===== config.mk =====
export PLATFORM = sky130hd
export DESIGN_NAME = crack_job_loader
export DESIGN_NICKNAME = d
export VERILOG_FILES = /design/src/rtl/crack_job_loader.sv
export SDC_FILE = /design/constraint.sdc
export NUM_CORES = 1
export LEC_CHECK = 0
export CAP_MARGIN = 25
export CORE_ASPECT_RATIO = 0.6
export CORE_MARGIN = 10
export CORE_UTILIZATION = 40
export CTS_CLUSTER_SIZE = 24
export DETAILED_ROUTE_END_ITERATION = 10
export PLACE_DENSITY = 0.66
export SLEW_MARGIN = 40
export SYNTH_ARGS = -nofsm -noshare
export SYNTH_HDL_FRONTEND = slang
export SYNTH_SLANG_ARGS = --single-unit

===== constraint.sdc =====
create_clock -name clk -period 5.2 [get_ports clk]
set_clock_uncertainty 0.05 [all_clocks]
set_input_delay 0.78 -clock clk [delete_from_list [all_inputs] [get_ports clk]]
set_output_delay 0.78 -clock clk [all_outputs]
set_load 0.1 [all_outputs]

===== src/rtl/crack_job_loader.sv =====
// crack_job_loader: byte-stream front end for the password cracker array.
// Assembles a PW_LEN-character job, checks framing and charset, runs the
// cracker until found/done/timeout, then hands back one result record.
//
// Handshakes: a transfer happens on a rising clk edge where valid and ready
// are both high; valid may not depend on ready, and ready is a pure function
// of the FSM state (in_ready in LOAD, res_valid in REPORT).
module crack_job_loader #(
  parameter int PW_LEN  = 4,
  parameter int CHAR_W  = 8,
  parameter int CNT_W   = 32,
  parameter int TIMEOUT = 2**20
) (
  input  logic                     clk,
  input  logic                     rst,
  input  logic                     in_valid,
  input  logic [CHAR_W-1:0]        in_data,
  input  logic                     in_last,
  output logic                     in_ready,
  output logic [PW_LEN*CHAR_W-1:0] pw_out,
  output logic                     crack_rst,
  input  logic                     crack_found,
  input  logic                     crack_done,
  output logic                     res_valid,
  input  logic                     res_ready,
  output logic                     res_found,
  output logic [1:0]               res_err,
  output logic [CNT_W-1:0]         res_cycles,
  output logic                     busy,
  output logic [1:0]               state_dbg
);

  localparam int IDX_W = (PW_LEN > 1) ? $clog2(PW_LEN) : 1;
  localparam logic [IDX_W-1:0] LAST_IDX  = IDX_W'(PW_LEN - 1);
  localparam logic [CNT_W-1:0] TIMEOUT_C = CNT_W'(TIMEOUT);

  localparam logic [1:0] ERR_OK      = 2'b00;
  localparam logic [1:0] ERR_CHARSET = 2'b01;
  localparam logic [1:0] ERR_FRAMING = 2'b10;
  localparam logic [1:0] ERR_TIMEOUT = 2'b11;

  typedef enum logic [1:0] {
    S_LOAD   = 2'd0,
    S_RUN    = 2'd1,
    S_REPORT = 2'd2
  } state_t;

  state_t                     state, state_nxt;
  logic [IDX_W-1:0]           idx;
  logic                       cs_flag;
  logic [PW_LEN*CHAR_W-1:0]   pw;
  logic [CNT_W-1:0]           cnt;
  logic                       found_q;
  logic [1:0]                 err_q;

  logic                       in_xfer;
  logic                       last_pos;
  logic                       job_end;
  logic                       bad_char;
  logic                       framing_err;
  logic                       charset_err;
  logic [CNT_W-1:0]           cnt_inc;
  logic                       timeout_hit;

  // Byte classification, job-end detection and the saturating cycle count.
  always_comb begin
    in_xfer     = (state == S_LOAD) && in_valid;
    last_pos    = (idx == LAST_IDX);
    job_end     = in_xfer && (in_last || last_pos);
    bad_char    = !(((in_data >= CHAR_W'(8'h30)) && (in_data <= CHAR_W'(8'h39))) ||
                    ((in_data >= CHAR_W'(8'h61)) && (in_data <= CHAR_W'(8'h7a))));
    // A frame is well formed only when in_last coincides with the final slot.
    framing_err = (in_last != last_pos);
    charset_err = cs_flag || bad_char;
    cnt_inc     = (cnt == {CNT_W{1'b1}}) ? cnt : cnt + 1'b1;
    timeout_hit = (cnt_inc >= TIMEOUT_C);
  end

  // FSM state register.
  always_ff @(posedge clk or posedge rst) begin
    if (rst) state <= S_LOAD;
    else     state <= state_nxt;
  end

  // FSM next-state: clean jobs go through RUN, bad jobs report directly.
  always_comb begin
    state_nxt = state;
    case (state)
      S_LOAD:   if (job_end) state_nxt = (framing_err || charset_err) ? S_REPORT : S_RUN;
      S_RUN:    if (crack_found || crack_done || timeout_hit) state_nxt = S_REPORT;
      S_REPORT: if (res_ready) state_nxt = S_LOAD;
      default:  state_nxt = S_LOAD;
    endcase
  end

  // Datapath: byte assembly, error capture, RUN cycle counter, result fields.
  always_ff @(posedge clk or posedge rst) begin
    if (rst) begin
      idx     <= '0;
      cs_flag <= 1'b0;
      pw      <= '0;
      cnt     <= '0;
      found_q <= 1'b0;
      err_q   <= ERR_OK;
    end else begin
      case (state)
        S_LOAD: begin
          if (in_xfer) begin
            for (int k = 0; k < PW_LEN; k++) begin
              if (idx == IDX_W'(k)) pw[(PW_LEN-k)*CHAR_W-1 -: CHAR_W] <= in_data;
            end
            if (job_end) begin
              idx     <= '0;
              cs_flag <= 1'b0;
              found_q <= 1'b0;
              cnt     <= '0;
              // Framing takes priority over charset.
              err_q   <= framing_err ? ERR_FRAMING :
                         charset_err ? ERR_CHARSET : ERR_OK;
            end else begin
              idx     <= idx + 1'b1;
              cs_flag <= charset_err;
            end
          end
        end
        S_RUN: begin
          cnt <= cnt_inc;
          // found beats done, and either beats a coincident timeout.
          if (crack_found) begin
            found_q <= 1'b1;
            err_q   <= ERR_OK;
          end else if (crack_done) begin
            found_q <= 1'b0;
            err_q   <= ERR_OK;
          end else if (timeout_hit) begin
            found_q <= 1'b0;
            err_q   <= ERR_TIMEOUT;
          end
        end
        S_REPORT: begin
          if (res_ready) begin
            found_q <= 1'b0;
            err_q   <= ERR_OK;
            cnt     <= '0;
            idx     <= '0;
            cs_flag <= 1'b0;
          end
        end
        default: ;
      endcase
    end
  end

  assign in_ready   = (state == S_LOAD);
  assign crack_rst  = (state != S_RUN);
  assign res_valid  = (state == S_REPORT);
  assign busy       = (state != S_LOAD);
  assign pw_out     = pw;
  assign res_found  = found_q;
  assign res_err    = err_q;
  assign res_cycles = cnt;
  assign state_dbg  = state;

endmodule


==> flow_metrics.tcl <==
set metrics [dict create \
    overflow 0 \
    use_met1_pct 25.4 \
    antenna_cells 0 \
    io_pins 88 \
    path_buf_inv 4 \
    postRouteAntennaNets 0 \
    synth_top_area_cell "dfrtp_1" \
    r2r_setup_slack_ns 2.16 \
    p_int_mw 1.45 \
    globalplace.congestion 0.977 \
    start_kind "register" \
    grt_use_met3_pct 5.77 \
    top_usage_layer "met1" \
    rsz0062_at_grt "no" \
    synth_enable_flop_cells 0 \
    post-route-period-util_pct 58.7 \
    drtIter0Drc 323 \
    ir_drop_v 0.000436 \
    switchingPower_mw 1.61 \
    portBuffers 87 \
    drive_gt1_share_pct 29.7 \
    worstPathMaxFanout 29 \
    synth_warnings 0 \
    synth_top_family_by_area "simple AND/OR/NAND/NOR gates" \
    worstHoldStart "pw_out[17]$_DFFE_PP0P_" \
    drc 0 \
    clock-root-buffer "clkbuf_16" \
    syn_avg_cell_area_um2 10.3 \
    dieArea_um2 14500 \
    num_vias 3564 \
    nNetsFinal 499 \
    syn_nets 413 \
    crit_arrival_ns 2.22 \
    fp.dieH_um 97.3 \
    start_util_pct 40.8 \
    area_growth_pct 23.2 \
    met2_usage_pct 21.6 \
    synth_cells 388 \
    cp.required_ns 4.37 \
    power_density_nw_per_um2 623 \
    worst_hold_slack_ns 0.446 \
    synth_fa_ha_area_share_pct 3.14 \
    synthMuxAreaShare_pct 10.4 \
    r2r-start "res_cycles[22]$_DFFE_PP0P_" \
    p_comb_share_pct 52.2 \
    post_drt_wl_per_cell_um 19.9 \
    critical-path-max-stage-delay_ns 0.44 \
    p_seq_share_pct 25.0 \
    cts_htree_levels 3 \
    ys_top_cells_by_area "dfrtp_1 (45%), mux2_2 (9.0%), nand2_1 (4.4%), o31ai_1 (3.2%), ha_1 (3.1%)" \
    antenna_found_initial 0 \
    ys_ff_latch 72 \
    numCtsBuffers 9 \
    clkPwrFrac_pct 22.8 \
    dp_hpwl_mm 9.25 \
    rows 28 \
    relSlewSlack_pct 46.7 \
    finalHoldViolCount 0 \
    first_pass_iters 5 \
    die_w_um 149 \
    via_per_inst 5.81 \
    synth_async_sr_flop_share_pct 100 \
    seq_area_frac_synth_pct 45.2 \
    synth_cell_type_count 62 \
    status "complete, no violations" \
    clock_sinks 72 \
    crit_chain "inv_1 -> ha_1 -> buf_4 -> clkinv_1 -> buf_2" \
    setup_tns_ns 0 \
    final_cell_mix "buf_2 (73), dfrtp_1 (72), nand2_1 (47)" \
    yosysTopAreaCellShare_pct 45.2 \
    crit_path_end_kind "primary output" \
    holdCritPathClass "reg2reg" \
    path_class "reg2out" \
    post_cts_buffers 0 \
    fmax_ghz 0.328 \
    finalCriticalPeriod_ns 3.05 \
    grt_pass1_vias 3298 \
    cts_resized 0 \
    swShare_pct 52.6 \
    maxSlewViolCount 0 \
    p_leak_nw 2.34 \
    wirelength_mm 12.2 \
    synth_simple_gate_area_share_pct 19.1 \
    max_cap_viol_count 0 \
    cp_slowest_cell "clkinv_1" \
    grt_max_degree 47 \
    fill_cells 908 \
    synth-compound-area-share_pct 17.7 \
    clk_latency_ns 0.34 \
    synth_flop_cell "dfrtp_1" \
    tightest_slew_ns 0.792 \
    cts_tree "done" \
    final_common_cell "buf_2" \
    syn_area_um2 3980 \
    clk_path_buf_depth 2 \
    postCtsHoldBufs 0 \
    synth-xor-area-share_pct 0.660 \
    cp_top_family "buffers and inverters" \
    fp.coreArea_um2 9770 \
    startpoint "state_dbg[1]$_DFFE_PP0P_" \
    gr-usage-all-layers_pct 16.9 \
    grt_pass1_wl_mm 19.4 \
    path_clk_slew_ns 0.05 \
    setup-violations-final 0 \
]
==> cells by family after synthesis <==
| logic type | count (synthesis) |
|---|---|
| AO/OA/AOI/OAI | 99 |
| flip-flops | 72 |
| multiplexers | 37 |
| AND/OR/NAND/NOR | 139 |
| buffers and inverters | 28 |
| adder cells (fa/ha/maj) | 10 |
| XOR/XNOR | 3 |
==> layer usage <==
metal	vias up	part of all wire (%)
li1	1642	-
met1	1746	50
met2	162	40
met3	14	8.5
met4	0	1.5
met5	-	0
==> flip-flops by register name, indices dropped and copies added (netlist names) <==
signal and flops:
idx 2, cs_flag 1, state_dbg 2, res_found 1, res_err 2, pw_out 32, res_cycles 32
==> stage by stage <==
| stage | worst slack (ns) | area [µm²] | instances | power (mW) | util (%) |
|---|---|---|---|---|---|
| after global routing | 1.94 | 4910 | 613 | 3.18 | 50.2 |
| after detailed placement | 1.91 | 4580 | 598 | 2.38 | 46.8 |
| final | 2.15 | 4910 | 613 | 3.06 | 50.2 |
| after floorplan | 1.46 | 3980 | 388 | 2.11 | - |
| after global placement | 1.92 | 4940 | 598 | 2.49 | 50.5 |
| after CTS | 2.20 | 4910 | 613 | 3.08 | 50.2 |
==> cell usage after synthesis, types with 2 or more instances <==
| library cell | n |
|---|---|
| a22oi_1 | 2 |
| dfrtp_1 | 72 |
| nor2_1 | 16 |
| or3_1 | 2 |
| clkbuf_1 | 6 |
| and3_1 | 7 |
| a211oi_2 | 3 |
| mux2i_1 | 3 |
| xnor2_1 | 2 |
| o21a_1 | 3 |
| ha_1 | 10 |
| nor3_1 | 5 |
| nand2b_1 | 3 |
| mux2_1 | 2 |
| a41oi_2 | 2 |
| a22o_1 | 2 |
| inv_1 | 13 |
| nand2_1 | 47 |
| o41ai_1 | 2 |
| nand4_1 | 18 |
| nand3_1 | 13 |
| buf_6 | 4 |
| buf_4 | 2 |
| nor4_1 | 5 |
| a41oi_1 | 2 |
| a21oi_1 | 11 |
| a21o_1 | 16 |
| o31ai_1 | 17 |
| o211ai_1 | 2 |
| and4_1 | 4 |
| a31oi_1 | 2 |
| nand3b_1 | 2 |
| mux2_2 | 32 |
| or2_2 | 3 |
| o21ai_0 | 25 |
| o22ai_1 | 2 |
==> layout make-up <==
type                    instances  area (µm²)  share of cell area (%)
multi-input cells             288        2030                    41.3
well taps                     135         169                    3.44
repair buffers                 89         520                    10.6
clock buffers                   9         225                    4.59
flip-flops and latches         72        1800                    36.7
inverters                      14        55.1                    1.12
clock inverters                 6         109                    2.22
==> worst paths after layout <==
kind,end,cells after the start
worst max register to register,res_err[0]$_DFFE_PP0P_,7
worst min-delay path,pw_out[17]$_DFFE_PP0P_,1
worst min register to register,pw_out[17]$_DFFE_PP0P_,1
worst max-delay path,crack_rst,5
max in group asynchronous,pw_out[4]$_DFFE_PP0P_,3
min in group asynchronous,pw_out[13]$_DFFE_PP0P_,2
==> power groups by stage <==
stage               Sequential (mW)  Combinational [mW]  Clock (mW)
floorplan                      1.66               0.456           0
global placement              0.770                1.72           0
detailed placement            0.775                1.60           0
CTS                           0.766                1.60       0.713
global route                  0.783                1.66       0.741
finish                        0.765                1.59       0.697
Note: power is estimated with default switching activity, not from simulation.
